==> src/rtl/micro_debug_ctl.sv <==
// Run-control and monitor block for the micro core: halt / single-step / run-N /
// free-run with a PC breakpoint, a registered monitor mux and a retire counter.
module micro_debug_ctl #(
  parameter  int DATA_W = 16,
  parameter  int NSRC   = 4,
  parameter  int PC_W   = 16,
  parameter  int STEP_W = 8,
  parameter  int CNT_W  = 24,
  localparam int SEL_W  = $clog2(NSRC)
) (
  input  logic                   clk,
  input  logic                   rst_n,
  input  logic                   step_req,
  input  logic                   run_req,
  input  logic                   halt_req,
  input  logic [STEP_W-1:0]      run_count,
  input  logic                   bp_en,
  input  logic [PC_W-1:0]        bp_addr,
  input  logic [PC_W-1:0]        pc_in,
  input  logic [SEL_W-1:0]       sel,
  input  logic [NSRC*DATA_W-1:0] mon_in,
  output logic                   pc_en,
  output logic                   halted,
  output logic                   bp_hit,
  output logic [DATA_W-1:0]      monitor_value,
  output logic [CNT_W-1:0]       retired
);

  typedef enum logic [1:0] {
    ST_HALT,
    ST_STEP,
    ST_RUN_N,
    ST_RUN_FREE
  } state_t;

  state_t              state, state_next;
  logic [STEP_W-1:0]   remaining, remaining_next;
  logic                bp_hit_next;
  logic                skip_bp;
  logic                running;
  logic                bp_stop;
  logic [DATA_W-1:0]   mon_sel;

  // NOTE: sequential state uses non-blocking assignments so every register
  // samples pre-edge values regardless of process ordering.
  always_ff @(posedge clk or negedge rst_n) begin
    if (!rst_n) begin
      state     <= ST_HALT;
      remaining <= '0;
      bp_hit    <= 1'b0;
      skip_bp   <= 1'b1;
      retired   <= '0;
    end else begin
      state     <= state_next;
      remaining <= remaining_next;
      bp_hit    <= bp_hit_next;
      skip_bp   <= (state == ST_HALT);
      if (pc_en) retired <= retired + CNT_W'(1);
    end
  end

  // The breakpoint is masked on the first cycle out of HALT so a run started
  // sitting on bp_addr can move past it.
  assign running = (state == ST_RUN_N) || (state == ST_RUN_FREE);
  assign bp_stop = running && bp_en && (pc_in == bp_addr) && !skip_bp;
  assign halted  = (state == ST_HALT);

  // NOTE: every output of this block gets a default first, so no path can
  // leave a variable unassigned and infer a latch.
  always_comb begin
    state_next     = state;
    remaining_next = remaining;
    bp_hit_next    = bp_hit;
    pc_en          = 1'b0;
    case (state)
      ST_HALT: begin
        if (step_req) begin
          state_next  = ST_STEP;
          bp_hit_next = 1'b0;
        end else if (run_req) begin
          bp_hit_next = 1'b0;
          if (run_count != '0) begin
            state_next     = ST_RUN_N;
            remaining_next = run_count;
          end else begin
            state_next = ST_RUN_FREE;
          end
        end
      end
      ST_STEP: begin
        pc_en      = 1'b1;
        state_next = ST_HALT;
      end
      ST_RUN_N: begin
        pc_en = !bp_stop;
        if (pc_en) remaining_next = remaining - STEP_W'(1);
        if (halt_req) begin
          state_next = ST_HALT;
        end else if (bp_stop) begin
          state_next  = ST_HALT;
          bp_hit_next = 1'b1;
        end else if (remaining == STEP_W'(1)) begin
          state_next = ST_HALT;
        end
      end
      ST_RUN_FREE: begin
        pc_en = !bp_stop;
        if (halt_req) begin
          state_next = ST_HALT;
        end else if (bp_stop) begin
          state_next  = ST_HALT;
          bp_hit_next = 1'b1;
        end
      end
      default: state_next = ST_HALT;
    endcase
  end

  // Out-of-range selects match no source and read as zero.
  always_comb begin
    mon_sel = '0;
    for (int i = 0; i < NSRC; i++) begin
      if (sel == SEL_W'(i)) mon_sel = mon_in[i*DATA_W +: DATA_W];
    end
  end

  always_ff @(posedge clk or negedge rst_n) begin
    if (!rst_n) monitor_value <= '0;
    else        monitor_value <= mon_sel;
  end

endmodule

==> config.mk <==
export PLATFORM = sky130hd
export DESIGN_NAME = micro_debug_ctl
export DESIGN_NICKNAME = d
export VERILOG_FILES = /design/src/rtl/micro_debug_ctl.sv
export SDC_FILE = /design/constraint.sdc
export NUM_CORES = 1
export LEC_CHECK = 0
export CAP_MARGIN = 20
export CORE_UTILIZATION = 39
export DETAILED_ROUTE_END_ITERATION = 8
export GPL_ROUTABILITY_DRIVEN = 0
export GPL_TIMING_DRIVEN = 1
export PLACE_DENSITY = 0.86
export SLEW_MARGIN = 20
export SYNTH_ARGS = -nofsm -noshare
export SYNTH_HDL_FRONTEND = slang
export SYNTH_SLANG_ARGS = --single-unit
==> constraint.sdc <==
create_clock -name clk -period 2.7 [get_ports clk]
set_clock_uncertainty 0.15 [all_clocks]
set_input_delay 0.27 -clock clk [delete_from_list [all_inputs] [get_ports clk]]
set_output_delay 0.27 -clock clk [all_outputs]
set_load 0.005 [all_outputs]
==> Word-level counts from Yosys, hierarchy flattened <==
Cells that the tools add are included.
Widths: inputs -> output; s select.
{ "classes": {"reduce_logical": 15, "addsub": 2, "eq_ne": 17, "n_mux": 24} }
{ "ops": {"columns": ["op", "count"], "rows": [
  ["$mux 16", 4],
  ["$mux 8", 4],
  ["$add 24x1->24 const B", 1],
  ["$eq 16x16->1", 1],
  ["$pmux 8 s2", 1],
  ["$mux 2", 7],
  ["$eq 2x2->1 const B", 4],
  ["$eq 8x1->1 const B", 1],
  ["$ne 2x2->1 const B", 4],
  ["$pmux 2 s4", 1],
  ["$reduce_bool 8->1", 1],
  ["$sub 8x1->8 const B", 1],
  ["$ne 3x3->1 const B", 2],
  ["$mux 1", 5],
  ["$reduce_and 5->1", 1],
  ["$eq 2x1->1 const B", 2],
  ["$logic_not 2->1", 2],
  ["$ne 2x1->1 const B", 2],
  ["$ne 4x3->1 const B", 1],
  ["$pmux 1 s2", 2],
  ["$reduce_and 4->1", 1],
  ["$reduce_bool 2->1", 2],
  ["$logic_and 1x1->1", 3],
  ["$reduce_and 3->1", 1],
  ["3 further kinds", 4]
]} }
{ "totals": {"output_inout_bits": 43, "reg_bits": 52, "elab_cells": 64, "input_bits": 112} }

==> Logic depth before layout (Yosys ltp) <==
Gate-level depths: netlist of run 1.
{ "depth": {"depth_word": 8, "mapped_depth": 8, "depth_no_buf": 7} }

==> Least setup slack after synthesis of run 1 <==
Ideal clock, no wire load.
{ "synth_timing": {"kind": "register to register", "startpoint": "reg state[1]", "endpoint": "reg remaining[4]", "t_required_ps": 2424, "path_buffers": 1, "t_arrival_ps": 1654, "period_less_slack_ps": 1930, "path_stages_with_launch": 9, "path_slack_ps": 770, "setup_ps": 126, "path_cell_list": "dfrtp_1 or2_1 clkinv_2 nand3b_1 or2_1 buf_2 o21ai_0 nand2b_1 a221o_1"} }
{ "synth_via": {"word_cells_on_any_way": 14, "classes_between": "eq/ne: 6; mux: 1; reduce/logical: 7"} }
{ "synth_lines": {"columns": ["element", "line_no", "rtl"], "rows": [
  ["start, declared", "36", "state_t state, state_next;"],
  ["start signal, assigned", "54", "state <= state_next;"],
  ["$logic_not 2->1 *", null, null],
  ["named net halted", "23", "output logic halted,"],
  ["$ne 2x1->1 (no line) (tied with other cells)", null, null],
  ["$reduce_and 5->1 (no line)", null, null],
  ["end signal, assigned", "55", "remaining <= remaining_next;"],
  ["end, declared", "37", "logic [STEP_W-1:0] remaining, remaining_next;"]
]} }
The timed path passes the listed nets; every way through them passes the cells marked *.
A chain may end at the register's enable or synchronous reset.

==> Final worst setup path of run 1 <==
{ "layout_timing": {"startpoint": "in bp_addr[11]", "endpoint": "out pc_en"} }
{ "layout_via": {"elab_chain_cells": 5} }
{ "layout_lines": {"columns": ["element", "line_no", "rtl"], "rows": [
  ["start, declared", "18", "input logic [PC_W-1:0] bp_addr,"],
  ["$eq 16x16->1", "65", "assign bp_stop = running && bp_en && (pc_in == bp_addr) && !skip_bp;"],
  ["$logic_and 1x1->1 (2 in a row)", "65", null],
  ["$logic_not 1->1", "95, 107", null],
  ["$pmux 1 s2", "75", "case (state)"],
  ["end, declared", "22", "output logic pc_en,"]
]} }
No other way between the ends.

==> impl_metrics.yaml, run 1 <==
drt:
  viasPerCell: 5.149
  drc: 0
  drt_pass1_iterations: 4
  wl_per_cell_um: 14.51
  wl_met3_um: 792
  drt_iter0_markers: 201
  drt-met1-wl_um: 2674
  routed.top_layer: "met4"
  routed_wl_um: 7284
  met2_length_um: 3735
  drtAntennaViolNets: 0
  num_vias: 2585
synthesis:
  ys_types: 45
  synth-edff-count: 0
  synth_top_family_by_area: "simple AND/OR/NAND/NOR gates"
  synth_area_sq_mm: 0.002864
  avgSynthCellArea_sq_um: 11.60
  synth_ff_type: "dfrtp_1"
  synth_compound_area_frac: 0.05330
  synth_xor_area_frac: 0.1193
  async_reset_ff_frac: 1.000
  yosys_warnings: 0
  synth.ff_latch_count: 52
  seq_area_frac_synth: 0.4548
  synthAdderAreaFrac: 0.01311
  synth_nets: 362
  synthSimpleGateAreaFrac: 0.1944
  syn_inst: 247
  synthMuxAreaShare: 0.1311
layout:
  diodes: 0
  area_growth_pct: 60.38
  drive_above_1_share: 0.09606
  fin_area_sq_mm: 0.004593
  fill_cells: 538
  fin_util: 0.6614
  stdcell_count: 502
  nets: 520
power_and_ir_drop:
  leakage_nw: 1.754
  seqPwrFrac: 0.439
  vdd_ir_drop_max_uv: 279.8
  power.share.clock: 0.157
  p_int_mw: 1.921
  power.share.switching: 0.3375
  power_density_mw_per_mm2: 631.2
  combPwrFrac: 0.404
  finalPower_mw: 2.899
  p_sw_mw: 0.9786
timing:
  rsz0062_at_grt: "false"
  max_freq_mhz: 390.6
  tightest_slew_ns: 0.6851
  min_period_ns: 2.560
  hold_viol: 0
  setup_viol: 0
  slew_violations: 0
  post-route-period-util: 0.9481
  tns_ns: 0
  slew_headroom: 0.5419
run_status:
  outcome: "finished clean"
critical_path:
  worstSetupEndpointType: "output pin"
  crit_fanout: 2
  arrival_ns: 2.14
  path_class: "in2out"
  critPathRequiredTime_ns: 2.28
  start_kind: "input pin"
clock_tree:
  cts_buffer_depth: 2
  hold_buffers: 1
  cts_setup_buffers: 0
  cts_tree: "built"
  worst_skew_pair.late_latency_ns: 0.31
  clk_pin_slew_ns: 0.10
  cts_sinks: 52
  htree_levels: 2
  cts_buffers: 5
  root_buffer: "clkbuf_8"
  ctsResizeCount: 0
global_route:
  antenna_found_initial: 0
  grt_pass1_vias: 2550
  grt_pass1_wl_um: 11560
  grt_max_degree: 39
  grt_use_total: 0.1945
  grt_overflow_total: 0
floorplan:
  io_pins: 155
  dieWidth_um: 87.70
  core.rowCount: 30
  die_area_sq_mm: 0.007690
  die_h_um: 87.70
  core_sq_mm: 0.006944
  initial_core_util: 0.4124
worst_hold_path:
  hold_path.class: "reg2reg"
flow_run:
  max_cap_violations: 0
place:
  placed_cells: 493
  hpwl_um: 6040
  port_buffers: 154
  place_area_sq_mm: 0.004492
[worst max-delay path, stage by stage]
cell and delay, ns:
clkdlybuf4s50_1 0.43, xor2_1 0.17, nor4_1 0.33, nand4_1 0.19, nor4_4 0.21, nor2_2 0.09, clkdlybuf4s50_1 0.45
[cell families after synthesis]
family,count (synthesis)
AO/OA/AOI/OAI,20
buffers and inverters,16
flip-flops,52
adder cells (fa/ha/maj),3
AND/OR/NAND/NOR,100
XOR/XNOR,39
multiplexers,17
[stage by stage]
stage | hold slack (ns) | setup slack (ns)
after global routing | 0.3355 | 0.01099
final | 0.3195 | 0.1401
after floorplan | -0.1756 | 0.7701
after detailed placement | 0.1427 | -0.04490
after global placement | 0.1393 | 0.03410
after CTS | 0.3292 | 0.05929
[registers in the layout, summed over array words and instances, names as in the netlist]
signal and count:
bp_hit 1, skip_bp 1, monitor_value 16, remaining 8, state 2, retired 24
[layout by cell type, fill, tap and decap left out, types with 2 or more instances in the layout]
cell,instances
ha_1,3
nor2_1,20
o31ai_1,2
buf_4,6
or4_1,4
inv_1,5
o21ai_0,3
and3_1,2
nor3_1,13
o21a_1,3
clkbuf_8,5
xor2_1,37
nand3_1,15
nand3b_1,2
nand4_1,5
nand2_1,13
or2_1,2
a221o_1,2
clkdlybuf4s50_1,153
clkinv_2,2
nor4_1,14
nor2b_1,2
xnor2_1,2
mux4_2,16
a21oi_1,2
dfrtp_1,51
[synth_stat cells, drive strengths merged (2+ instances only)]
cell type   n  area, sq um
dfrtp      51         1276
xor2       37        324.1
nor2       21        81.33
mux4       16        360.4
nand3      15        75.07
nor4       15        108.9
nand2      13        48.80
nor3       13        65.06
buf         6        58.80
nand4       6        52.55
inv         5        18.77
clkbuf      4        15.01
or4         4        30.03
ha          3        37.54
nand3b      3        26.27
o21a        3        22.52
o21ai       3        15.01
a21oi       2        10.01
a221o       2        20.02
and3        2        12.51
nor2b       2        12.51
o31ai       2        15.01
or2         2        12.51
xnor2       2        17.52
[final cells by class]
| class | instances | area (sq um) | share of cell area |
|---|---|---|---|
| timing repair buffer | 161 | 1592 | 0.3465 |
| multi-input combinational | 179 | 1464 | 0.3187 |
| sequential | 52 | 1303 | 0.2836 |
| tap | 96 | 120.1 | 0.02615 |
| clock buffer | 5 | 68.82 | 0.01498 |
| inverter | 6 | 23.77 | 0.005176 |
| clock inverter | 3 | 22.52 | 0.004903 |
[power by group through the flow]
stage | Sequential (mW) | Clock, mW | Combinational (mW)
finish | 1.27 | 0.456 | 1.17
global route | 1.31 | 0.503 | 1.28
CTS | 1.27 | 0.473 | 1.18
detailed placement | 1.28 | 0 | 1.18
global placement | 1.27 | 0 | 1.15
floorplan | 1.24 | 0 | 0.532
[metal layers]
metal  GRT usage  vias up
met5           0        -
met4     0.05365        0
met3     0.05561        7
met2      0.3679      140
met1      0.2114     1211
li1            -     1227
[worst paths after layout]
check                                         from                         end  slack, ns  cells after the start
setup / recovery                       bp_addr[11]                       pc_en       0.14                      7
hold / removal             retired[23]$_DFFE_PN0P_     retired[23]$_DFFE_PN0P_       0.32                      1
setup reg to reg              state[1]$_DFFE_PN0P_    remaining[6]$_DFFE_PN0P_       0.59                      6
hold reg to reg            retired[23]$_DFFE_PN0P_     retired[23]$_DFFE_PN0P_       0.32                      1
max in group asynchronous                    rst_n  monitor_value[4]$_DFF_PN0_       1.39                      3
min in group asynchronous                    rst_n     retired[23]$_DFFE_PN0P_       0.33                      2
(Power assumes the default switching activity.)
==> run 2, diff against run 1 <==
--- a/config.mk
+++ b/config.mk
@@ -11,7 +11,6 @@
 export GPL_ROUTABILITY_DRIVEN = 0
 export GPL_TIMING_DRIVEN = 1
 export PLACE_DENSITY = 0.86
-export SLEW_MARGIN = 20
 export SYNTH_ARGS = -nofsm -noshare
 export SYNTH_HDL_FRONTEND = slang
 export SYNTH_SLANG_ARGS = --single-unit
==> results of run 2 <==
No change in the layout: final DEF, timing and power equal those of run 1.
